<file path="src/rtl/banco_leitura_idex_pkg.sv">
// Shared ID-stage package for the register-file read side.
// Holds the data/address widths, the zero-register index and the
// resolved-read rule used by both read ports and by the stall refresh.
package banco_leitura_idex_pkg;

  localparam int LARGURA  = 32;
  localparam int NUM_REGS = 32;
  localparam int END_BITS = 5;

  localparam logic [END_BITS-1:0] REG_ZERO = '0;

  // Operand seen by a reader of `endereco` this edge: x0 is always zero,
  // a same-edge write to the address wins over the stored value.
  function automatic logic [LARGURA-1:0] resolve_leitura(
    input logic [END_BITS-1:0] endereco,
    input logic                habilita,
    input logic [END_BITS-1:0] end_escrita,
    input logic [LARGURA-1:0]  dado,
    input logic [LARGURA-1:0]  armazenado
  );
    if (endereco == REG_ZERO)
      return '0;
    else if (habilita && (end_escrita == endereco))
      return dado;
    else
      return armazenado;
  endfunction

endpackage

</file>
<file path="src/rtl/banco_leitura_idex_if.sv">
// Bus between the decode stage and the register-file read side.
// master: decode/write-back side (drives write port, read addresses and
//         stall/flush; observes the ID/EX outputs).
// slave : banco_leitura_idex.
interface banco_leitura_idex_if;
  import banco_leitura_idex_pkg::*;

  logic                habilita_escrita;
  logic [END_BITS-1:0] endereco_escrita;
  logic [LARGURA-1:0]  dado_escrita;
  logic [END_BITS-1:0] endereco_leitura1;
  logic [END_BITS-1:0] endereco_leitura2;
  logic                valido_entrada;
  logic                congela;
  logic                limpa;
  logic [LARGURA-1:0]  dado_leitura1;
  logic [LARGURA-1:0]  dado_leitura2;
  logic [END_BITS-1:0] rs1_saida;
  logic [END_BITS-1:0] rs2_saida;
  logic                valido_saida;

  modport master (
    output habilita_escrita, endereco_escrita, dado_escrita,
           endereco_leitura1, endereco_leitura2, valido_entrada,
           congela, limpa,
    input  dado_leitura1, dado_leitura2, rs1_saida, rs2_saida, valido_saida
  );

  modport slave (
    input  habilita_escrita, endereco_escrita, dado_escrita,
           endereco_leitura1, endereco_leitura2, valido_entrada,
           congela, limpa,
    output dado_leitura1, dado_leitura2, rs1_saida, rs2_saida, valido_saida
  );

endinterface

</file>
<file path="src/rtl/banco_leitura_idex_registrador.sv">
// registrador: one architectural register of the ID stage.
// Ports: clk (state on negedge), reset (sync, active-high, wins over
// the write), habilita (write enable), d (write data), q (stored value).
module registrador #(
  parameter int LARGURA = 32
) (
  input  logic               clk,
  input  logic               reset,
  input  logic               habilita,
  input  logic [LARGURA-1:0] d,
  output logic [LARGURA-1:0] q
);

  always_ff @(negedge clk) begin
    if (reset)         q <= '0;
    else if (habilita) q <= d;
  end

endmodule

</file>
<file path="src/rtl/banco_leitura_idex.sv">
// banco_leitura_idex: register file read side plus the ID/EX latch.
// Ports:
//   clk   - clock; every state change happens on the negative edge
//   reset - synchronous, active-high, sampled on the negative edge
//   bus   - slave side of banco_leitura_idex_if: write-back port,
//           two read addresses, valido_entrada, congela/limpa, and the
//           registered ID/EX outputs (operands, addresses, valid).
// Operands are resolved with write-to-read bypass, so a write-back on
// the same edge is seen by the instruction being captured.
module banco_leitura_idex
  import banco_leitura_idex_pkg::*;
(
  input  logic                  clk,
  input  logic                  reset,
  banco_leitura_idex_if.slave   bus
);

  logic [NUM_REGS-1:0][LARGURA-1:0] arquivo;
  logic [LARGURA-1:0]  leitura1, leitura2;

  logic [LARGURA-1:0]  dado1_q, dado2_q;
  logic [END_BITS-1:0] rs1_q, rs2_q;
  logic                valido_q;

  // x0 has no storage; it reads as zero and writes to it go nowhere.
  assign arquivo[0] = '0;

  for (genvar i = 1; i < NUM_REGS; i++) begin : g_reg
    registrador #(.LARGURA(LARGURA)) u_reg (
      .clk      (clk),
      .reset    (reset),
      .habilita (bus.habilita_escrita && (bus.endereco_escrita == END_BITS'(i))),
      .d        (bus.dado_escrita),
      .q        (arquivo[i])
    );
  end

  always_comb begin
    leitura1 = resolve_leitura(bus.endereco_leitura1, bus.habilita_escrita,
                               bus.endereco_escrita, bus.dado_escrita,
                               arquivo[bus.endereco_leitura1]);
    leitura2 = resolve_leitura(bus.endereco_leitura2, bus.habilita_escrita,
                               bus.endereco_escrita, bus.dado_escrita,
                               arquivo[bus.endereco_leitura2]);
  end

  // ID/EX latch. Under stall the held operand is re-resolved against its
  // own held address with the held value as "stored": a matching write
  // refreshes it, anything else keeps it (x0 stays zero).
  always_ff @(negedge clk) begin
    if (reset) begin
      dado1_q  <= '0;
      dado2_q  <= '0;
      rs1_q    <= '0;
      rs2_q    <= '0;
      valido_q <= 1'b0;
    end else if (bus.limpa) begin
      dado1_q  <= '0;
      dado2_q  <= '0;
      rs1_q    <= '0;
      rs2_q    <= '0;
      valido_q <= 1'b0;
    end else if (bus.congela) begin
      dado1_q  <= resolve_leitura(rs1_q, bus.habilita_escrita,
                                  bus.endereco_escrita, bus.dado_escrita, dado1_q);
      dado2_q  <= resolve_leitura(rs2_q, bus.habilita_escrita,
                                  bus.endereco_escrita, bus.dado_escrita, dado2_q);
    end else begin
      dado1_q  <= leitura1;
      dado2_q  <= leitura2;
      rs1_q    <= bus.endereco_leitura1;
      rs2_q    <= bus.endereco_leitura2;
      valido_q <= bus.valido_entrada;
    end
  end

  assign bus.dado_leitura1 = dado1_q;
  assign bus.dado_leitura2 = dado2_q;
  assign bus.rs1_saida     = rs1_q;
  assign bus.rs2_saida     = rs2_q;
  assign bus.valido_saida  = valido_q;

endmodule

</file>
<file path="src/flat_wrapper.sv">
// flat-port wrapper written by rule: the top's interface ports become plain ports
module banco_leitura_idex_flat import banco_leitura_idex_pkg::*;
  (clk, reset, bus_habilita_escrita, bus_endereco_escrita, bus_dado_escrita, bus_endereco_leitura1, bus_endereco_leitura2, bus_valido_entrada, bus_congela, bus_limpa, bus_dado_leitura1, bus_dado_leitura2, bus_rs1_saida, bus_rs2_saida, bus_valido_saida);
  banco_leitura_idex_if bus_i ();
  input  logic clk;
  input  logic reset;
  input wire logic [$bits(bus_i.habilita_escrita)-1:0] bus_habilita_escrita;
  input wire logic [$bits(bus_i.endereco_escrita)-1:0] bus_endereco_escrita;
  input wire logic [$bits(bus_i.dado_escrita)-1:0] bus_dado_escrita;
  input wire logic [$bits(bus_i.endereco_leitura1)-1:0] bus_endereco_leitura1;
  input wire logic [$bits(bus_i.endereco_leitura2)-1:0] bus_endereco_leitura2;
  input wire logic [$bits(bus_i.valido_entrada)-1:0] bus_valido_entrada;
  input wire logic [$bits(bus_i.congela)-1:0] bus_congela;
  input wire logic [$bits(bus_i.limpa)-1:0] bus_limpa;
  output wire logic [$bits(bus_i.dado_leitura1)-1:0] bus_dado_leitura1;
  output wire logic [$bits(bus_i.dado_leitura2)-1:0] bus_dado_leitura2;
  output wire logic [$bits(bus_i.rs1_saida)-1:0] bus_rs1_saida;
  output wire logic [$bits(bus_i.rs2_saida)-1:0] bus_rs2_saida;
  output wire logic [$bits(bus_i.valido_saida)-1:0] bus_valido_saida;
  assign bus_i.habilita_escrita = bus_habilita_escrita;
  assign bus_i.endereco_escrita = bus_endereco_escrita;
  assign bus_i.dado_escrita = bus_dado_escrita;
  assign bus_i.endereco_leitura1 = bus_endereco_leitura1;
  assign bus_i.endereco_leitura2 = bus_endereco_leitura2;
  assign bus_i.valido_entrada = bus_valido_entrada;
  assign bus_i.congela = bus_congela;
  assign bus_i.limpa = bus_limpa;
  assign bus_dado_leitura1 = bus_i.dado_leitura1;
  assign bus_dado_leitura2 = bus_i.dado_leitura2;
  assign bus_rs1_saida = bus_i.rs1_saida;
  assign bus_rs2_saida = bus_i.rs2_saida;
  assign bus_valido_saida = bus_i.valido_saida;
  banco_leitura_idex u_core (.clk(clk), .reset(reset), .bus(bus_i));
endmodule
</file>
<file path="config.mk">
export PLATFORM = sky130hd
export DESIGN_NAME = banco_leitura_idex_flat
export DESIGN_NICKNAME = d
export VERILOG_FILES = /design/src/rtl/banco_leitura_idex_pkg.sv /design/src/rtl/banco_leitura_idex_if.sv /design/src/rtl/banco_leitura_idex_registrador.sv /design/src/rtl/banco_leitura_idex.sv /design/src/flat_wrapper.sv
export SDC_FILE = /design/constraint.sdc
export NUM_CORES = 2
export LEC_CHECK = 0
export BUFFER_PORTS_ARGS = -buffer_cell sky130_fd_sc_hd__buf_2
export CORE_MARGIN = 5
export CORE_UTILIZATION = 57
export CTS_CLUSTER_SIZE = 40
export DETAILED_ROUTE_END_ITERATION = 10
export HOLD_SLACK_MARGIN = 0.05
export PLACE_DENSITY = 0.83
export SLEW_MARGIN = 20
export SYNTH_ARGS = -nofsm -noshare
export SYNTH_HDL_FRONTEND = slang
export SYNTH_SLANG_ARGS = --single-unit
</file>
<file path="constraint.sdc">
create_clock -name clk -period 1.9 [get_ports clk]
set_input_delay 0.19 -clock clk [delete_from_list [all_inputs] [get_ports clk]]
set_output_delay 0.19 -clock clk [all_outputs]
set_load 0.03 [all_outputs]
</file>
==> summary.md, run 1 <==
| Metric | Value |
|---|---|
| Ys Warns | 0 |
| Total global routing overflow | 789 |
| Combined area of all synthesized cells | 53900 µm² |
| Number of clock buffers inserted by TritonCTS | 116 |
| Number of library cell types mapped by synthesis | 59 |
| HPWL after DPL | 149000 µm |
| Total global routing track utilization | 0.863 |
| CTS root buffer | sky130_fd_sc_hd__clkbuf_16 |
| Outcome | did not finish |
| Boundary pin count | 128 |
| Std-Cell Rows | 112 |
| First-pass GRT wire length | 653000 µm |
| GP Congestion | 1.06 |
| Port bufs | 127 |
| Pin count of the biggest net entering global routing | 47 |
| Die Y-Extent | 318 µm |
| Number of enable flip-flop cells after synthesis | 0 |
| Area after detailed placement | 61900 µm² |
| Sequential area share after synthesis | 0.396 |
| Number of buffers added to fix hold violations after cts | 0 |
| Vias in the first global route | 88000 |
| Syn Nets | 6371 |
| Number of sinks driven by the clock tree | 1067 |
| First error message | [ERROR GRT-0116] Global routing finished with congestion. Check the congestion regions in the DRC Viewer. |
| Last stage the flow got to | global routing (5_1_grt) |
| Htree depth | 3 |
| Seq cells post-synth | 1067 |
| Mapped Cells | 6318 |
| Async S/R FF share, synth | 0 |
| Mean cell area of the mapped netlist | 8.53 µm² |
| X dimension of the die | 318 µm |
| CTS Buffer Depth | 3 |
| Starting density of the core | 0.576 |
| Leading register cell type out of synthesis | sky130_fd_sc_hd__dfxtp_1 |
## synth_stat cells (14+ instances only)
library cell | instances | area share
sky130_fd_sc_hd__nand2_1 | 2252 | 0.16
sky130_fd_sc_hd__dfxtp_1 | 1067 | 0.40
sky130_fd_sc_hd__o22ai_1 | 39 | 0.0045
sky130_fd_sc_hd__inv_1 | 16 | 0.0011
sky130_fd_sc_hd__o21ai_1 | 29 | 0.0027
sky130_fd_sc_hd__nand4_1 | 41 | 0.0048
sky130_fd_sc_hd__o21ai_0 | 54 | 0.0050
sky130_fd_sc_hd__a31oi_1 | 65 | 0.0075
sky130_fd_sc_hd__a21oi_1 | 992 | 0.092
sky130_fd_sc_hd__buf_4 | 55 | 0.0077
sky130_fd_sc_hd__a221oi_1 | 25 | 0.0041
sky130_fd_sc_hd__mux4_2 | 399 | 0.17
sky130_fd_sc_hd__nor3_1 | 24 | 0.0022
sky130_fd_sc_hd__buf_2 | 122 | 0.011
sky130_fd_sc_hd__mux2_2 | 33 | 0.0069
sky130_fd_sc_hd__nand3_1 | 25 | 0.0023
sky130_fd_sc_hd__a2111o_1 | 30 | 0.0063
sky130_fd_sc_hd__a22o_1 | 17 | 0.0028
sky130_fd_sc_hd__clkbuf_1 | 450 | 0.031
sky130_fd_sc_hd__buf_1 | 18 | 0.0013
sky130_fd_sc_hd__mux2i_1 | 254 | 0.047
sky130_fd_sc_hd__a32oi_1 | 39 | 0.0063
sky130_fd_sc_hd__nor2_1 | 112 | 0.0078
sky130_fd_sc_hd__buf_6 | 14 | 0.0029
sky130_fd_sc_hd__o2111ai_1 | 16 | 0.0026
## cells by family after synthesis
logic type / after synthesis / synth area share
and+or+nand+nor: 2491 / 0.179
AOI/OAI and AO/OA: 1362 / 0.143
DFF: 1067 / 0.396
muxes: 694 / 0.222
buffers and inverters: 684 / 0.0565
xor gates and xnor gates: 20 / 0.00325
## repair_timing
action / 4_1_cts
resized for setup: 936
pin swaps: 271
setup endpoints to repair: 1126
setup buffers: 151
gates cloned: 50
endpoints found under the hold margin: 0
## layer usage
layer / overflow / GRT usage
met3: 83 / 0.835
met1: 119 / 0.846
met4: 260 / 0.820
met5: 12 / 0.733
met2: 315 / 0.936
## through the flow
| stage | cells | setup slack (ns) | setup TNS [ns] | hold slack, ns | util |
|---|---|---|---|---|---|
| global placement | 7715 | -1.30 | -927.27 | 0.449 | 0.662 |
| CTS | 9181 | -0.523 | -98.71 | 0.462 | 0.811 |
| floorplan | 6318 | -0.754 | -496.16 | 0.439 | - |
| detailed placement | 7715 | -1.32 | -959.04 | 0.456 | 0.662 |
==> run 2, diff against run 1 <==
--- a/config.mk
+++ b/config.mk
@@ -7,11 +7,9 @@
 export LEC_CHECK = 0
 export BUFFER_PORTS_ARGS = -buffer_cell sky130_fd_sc_hd__buf_2
 export CORE_MARGIN = 5
-export CORE_UTILIZATION = 57
-export CTS_CLUSTER_SIZE = 40
+export CORE_UTILIZATION = 40
 export DETAILED_ROUTE_END_ITERATION = 10
-export HOLD_SLACK_MARGIN = 0.05
-export PLACE_DENSITY = 0.83
+export PLACE_DENSITY_LB_ADDON = 0.15
 export SLEW_MARGIN = 20
 export SYNTH_ARGS = -nofsm -noshare
 export SYNTH_HDL_FRONTEND = slang
==> constraint.sdc (replaced) <==
create_clock -name clk -period 2.5 [get_ports clk]
set_input_delay 0.25 -clock clk [delete_from_list [all_inputs] [get_ports clk]]
set_output_delay 0.25 -clock clk [all_outputs]
set_load 0.03 [all_outputs]
==> summary.md, run 2 <==
| Metric | Value |
|---|---|
| Element type at the critical path end | primary output |
| Die area | 142000 µm² |
| Post-synth top area share | 0.396 |
| Vias in the first global route | 56900 |
| Slowest-stage cell, CP | sky130_fd_sc_hd__dfxtp_4 |
| Pins over their slew limit | 0 |
| Number of clock buffers inserted by TritonCTS | 131 |
| Seq cells post-synth | 1067 |
| Port bufs | 127 |
| Leading cell type by number of instances after synthesis | sky130_fd_sc_hd__nand2_1 |
| Number of sinks driven by the clock tree | 1067 |
| Final nets | 7906 |
| Adder-cell share of the synthesized area | 0 |
| Number of library cell types mapped by synthesis | 59 |
| Antenna Violating Nets Remaining | 0 |
| Xor and xnor area share after synthesis | 0.00325 |
| Syn Nets | 6371 |
| Mapped Cells | 6318 |
| Mux share of post-synthesis cell area | 0.222 |
| Leading register cell type out of synthesis | sky130_fd_sc_hd__dfxtp_1 |
| Final setup slack of the worst path | -0.386 ns |
| Combinational fraction of design power | 0.117 |
| Number of search-and-repair iterations in the first detailed-routing pass | 10 |
| Met3 track demand over resource | 0.133 |
| Total global routing track utilization | 0.361 |
| Sw Pwr | 16.6 mW |
| Std-Cell Rows | 134 |
| Total detailed-routing wirelength | 271000 µm |
| Met1 Resource Use GR | 0.475 |
| Worst slew margin | 0.524 |
| Drt initial violations | 8733 |
| Final setup violation count | 139 |
| Largest cells by area after synthesis | sky130_fd_sc_hd__dfxtp_1, sky130_fd_sc_hd__mux4_2, sky130_fd_sc_hd__nand2_1, sky130_fd_sc_hd__a21oi_1, sky130_fd_sc_hd__mux2i_1 |
| Async S/R FF share, synth | 0 |
| Part of the total power dissipated in sequential elements | 0.349 |
| Post-synthesis compound-gate area fraction | 0.143 |
| Clock tree from TritonCTS | yes |
| Sw Ratio | 0.330 |
| CTS root buffer | sky130_fd_sc_hd__clkbuf_16 |
| Area growth from synthesis to final layout | 42.7% |
| Most common cell after layout, fill and taps aside | sky130_fd_sc_hd__nand2_1 |
| Outcome | complete, but fails checks |
| Die Y-Extent | 377 µm |
| Fraction of layout cells with a size suffix above 1 | 0.258 |
| WP data required | 2.25 ns |
| Hold Slack | 0.461 ns |
| Nature of the critical path startpoint | register |
| Total global routing overflow | 0 |
| Critical Path AT | 2.64 ns |
| Violations in the final reports | negative setup slack |
| Drt wl/cell | 27.8 µm |
| Power per unit of standard cell area | 653 nW/µm² |
| Combined area of all synthesized cells | 53900 µm² |
| Hold Path Class | register to register |
| Cell total after placement | 8225 |
| Final hold violation count | 0 |
| Post-route DRC violation count | 0 |
| Total vias in the final route | 59200 |
| Clock power share | 0.534 |
| Number of enable flip-flop cells after synthesis | 0 |
| Internal power component | 33.6 mW |
| Htree depth | 4 |
| Clock transition time at the flip-flop clock pins of the worst setup and hold paths | 0.05 ns |
| Category of the critical setup timing path | register to primary output |
| CP Buf/Inv Count | 1 |
| Maximum single-stage delay on the critical path | 0.45 ns |
| Largest driver fanout on the critical path | 2 |
| First-pass GRT wire length | 378000 µm |
| GRT Max-Usage Layer | met2 |
| Leakage power | 31.2 nW |
| Sequential area share after synthesis | 0.396 |
| # Max-Cap Violations | 0 |
| GP Congestion | 0.969 |
| Number of buffers added to fix hold violations after cts | 0 |
| Initial antenna violation count | 10 |
| Top library cells by usage in the layout, fill and taps aside | sky130_fd_sc_hd__nand2_1, sky130_fd_sc_hd__inv_1, sky130_fd_sc_hd__a21oi_1, sky130_fd_sc_hd__dfxtp_1, sky130_fd_sc_hd__buf_4 |
| Clock latency reported for the late side of the worst-skew pair | 0.77 ns |
| Met2 track utilization from global routing | 0.517 |
| Mean cell area of the mapped netlist | 8.53 µm² |
| Combinational family with the most area after synthesis | multiplexers |
| Simple-Gate Fraction of Synth Area | 0.179 |
| HPWL after DPL | 174000 µm |
| Crit-path cells | buf_6 |
| Floorplan Core Area | 134000 µm² |
| Ys Warns | 0 |
| Pin count of the biggest net entering global routing | 85 |
| Largest Register | u_core.g.u_reg.q |
| Flip-flop count of the largest register, all copies and words added | 992 |
| CTS Buffer Depth | 3 |
| Slew at the pin closest to its max-slew limit | 0.713 ns |
| X dimension of the die | 377 µm |
| Boundary pin count | 128 |
| Detailed-route vias per instance | 6.08 |
| Starting density of the core | 0.403 |
| CP top delay family | flip-flops |
| Cell type with the largest total area after synthesis | sky130_fd_sc_hd__dfxtp_1 |
| Setup repair after global routing missed its margin | true |
| Layout Skew | 0.0331 ns |
| Max rail drop VDD | 0.000596 V |
| Non-filler cells, final | 9728 |
| Post-synth top cells | sky130_fd_sc_hd__nand2_1, sky130_fd_sc_hd__dfxtp_1, sky130_fd_sc_hd__a21oi_1 |
## run 2: cell counts after synthesis
Identical to the previous run, type by type.
## run 2: final timing paths
kind,startpoint,slack [ns],endpoint,cells after the start
max,u_core.bus.dado_leitura2[12]$_SDFFE_NP0P_,-0.39,bus_dado_leitura2[12],1
min,u_core.g_reg[10].u_reg.q[16]$_SDFFE_NP0P_,0.46,u_core.g_reg[10].u_reg.q[16]$_SDFFE_NP0P_,2
max reg2reg,u_core.bus.rs1_saida[0]$_SDFFE_NP0N_,0.07,u_core.bus.dado_leitura1[24]$_SDFFE_NP0P_,7
min reg2reg,u_core.g_reg[10].u_reg.q[16]$_SDFFE_NP0P_,0.46,u_core.g_reg[10].u_reg.q[16]$_SDFFE_NP0P_,2
## run 2: power by group through the flow
| stage | Sequential (mW) | Combinational [mW] | Clock (mW) |
|---|---|---|---|
| 2_1_floorplan | 17.8 | 2.35 | 2.57 |
| 5_1_grt | 17.5 | 5.96 | 29.3 |
| 3_3_place_gp | 17.7 | 4.68 | 2.57 |
| 3_5_place_dp | 17.7 | 4.69 | 2.57 |
| 4_1_cts | 17.5 | 5.27 | 27.2 |
| 6_report | 17.5 | 5.88 | 26.8 |
## run 2: cells by family (layout without fill, tap and decap cells)
family	Yosys count	after routing
simple gates	2491	2491
buf+inv	684	2320
xor+xnor	20	20
flops	1067	1067
mux	694	694
other cells	0	6
compound gates	1362	1362
## run 2: area by class of cell
cell class / count / area (µm²)
Fill cell: 11800 / 56900
Inverter: 16 / 63.8
Tap cell: 1768 / 2210
Antenna cell: 6 / 15.0
Clock inverter: 1164 / 4950
Sequential cell: 1067 / 21600
Timing Repair Buffer: 1003 / 13000
Clock buffer: 137 / 3430
Multi-Input combinational cell: 4567 / 31700
## run 2: what timing repair did
action                     4_1_cts  5_1_grt
pin swaps                       90      145
resized for setup              548      221
cloned                          19       17
setup buffers                   90       89
setup endpoints to repair      377      217
## run 2: per-layer routing
metal  wire (µm)  up-vias
met1      102000    28800
met2      114000     4437
met5          94        -
met3       39600      861
li1            -    25100
met4       15000        4
## run 2: per-stage QoR
step,util,worst slack (ns),setup TNS (ns),power [mW],area [µm²]
floorplan,-,-0.514,-241.33,22.7,55500
global placement,0.472,-1.18,-712.23,25.0,63100
detailed placement,0.472,-1.16,-728.01,25.0,63100
CTS,0.558,-0.412,-23.63,49.9,74700
global route,0.575,-0.427,-30.30,52.8,76900
finish,0.575,-0.386,-27.48,50.2,76900
No activity file was read; power rests on OpenSTA's default activity.
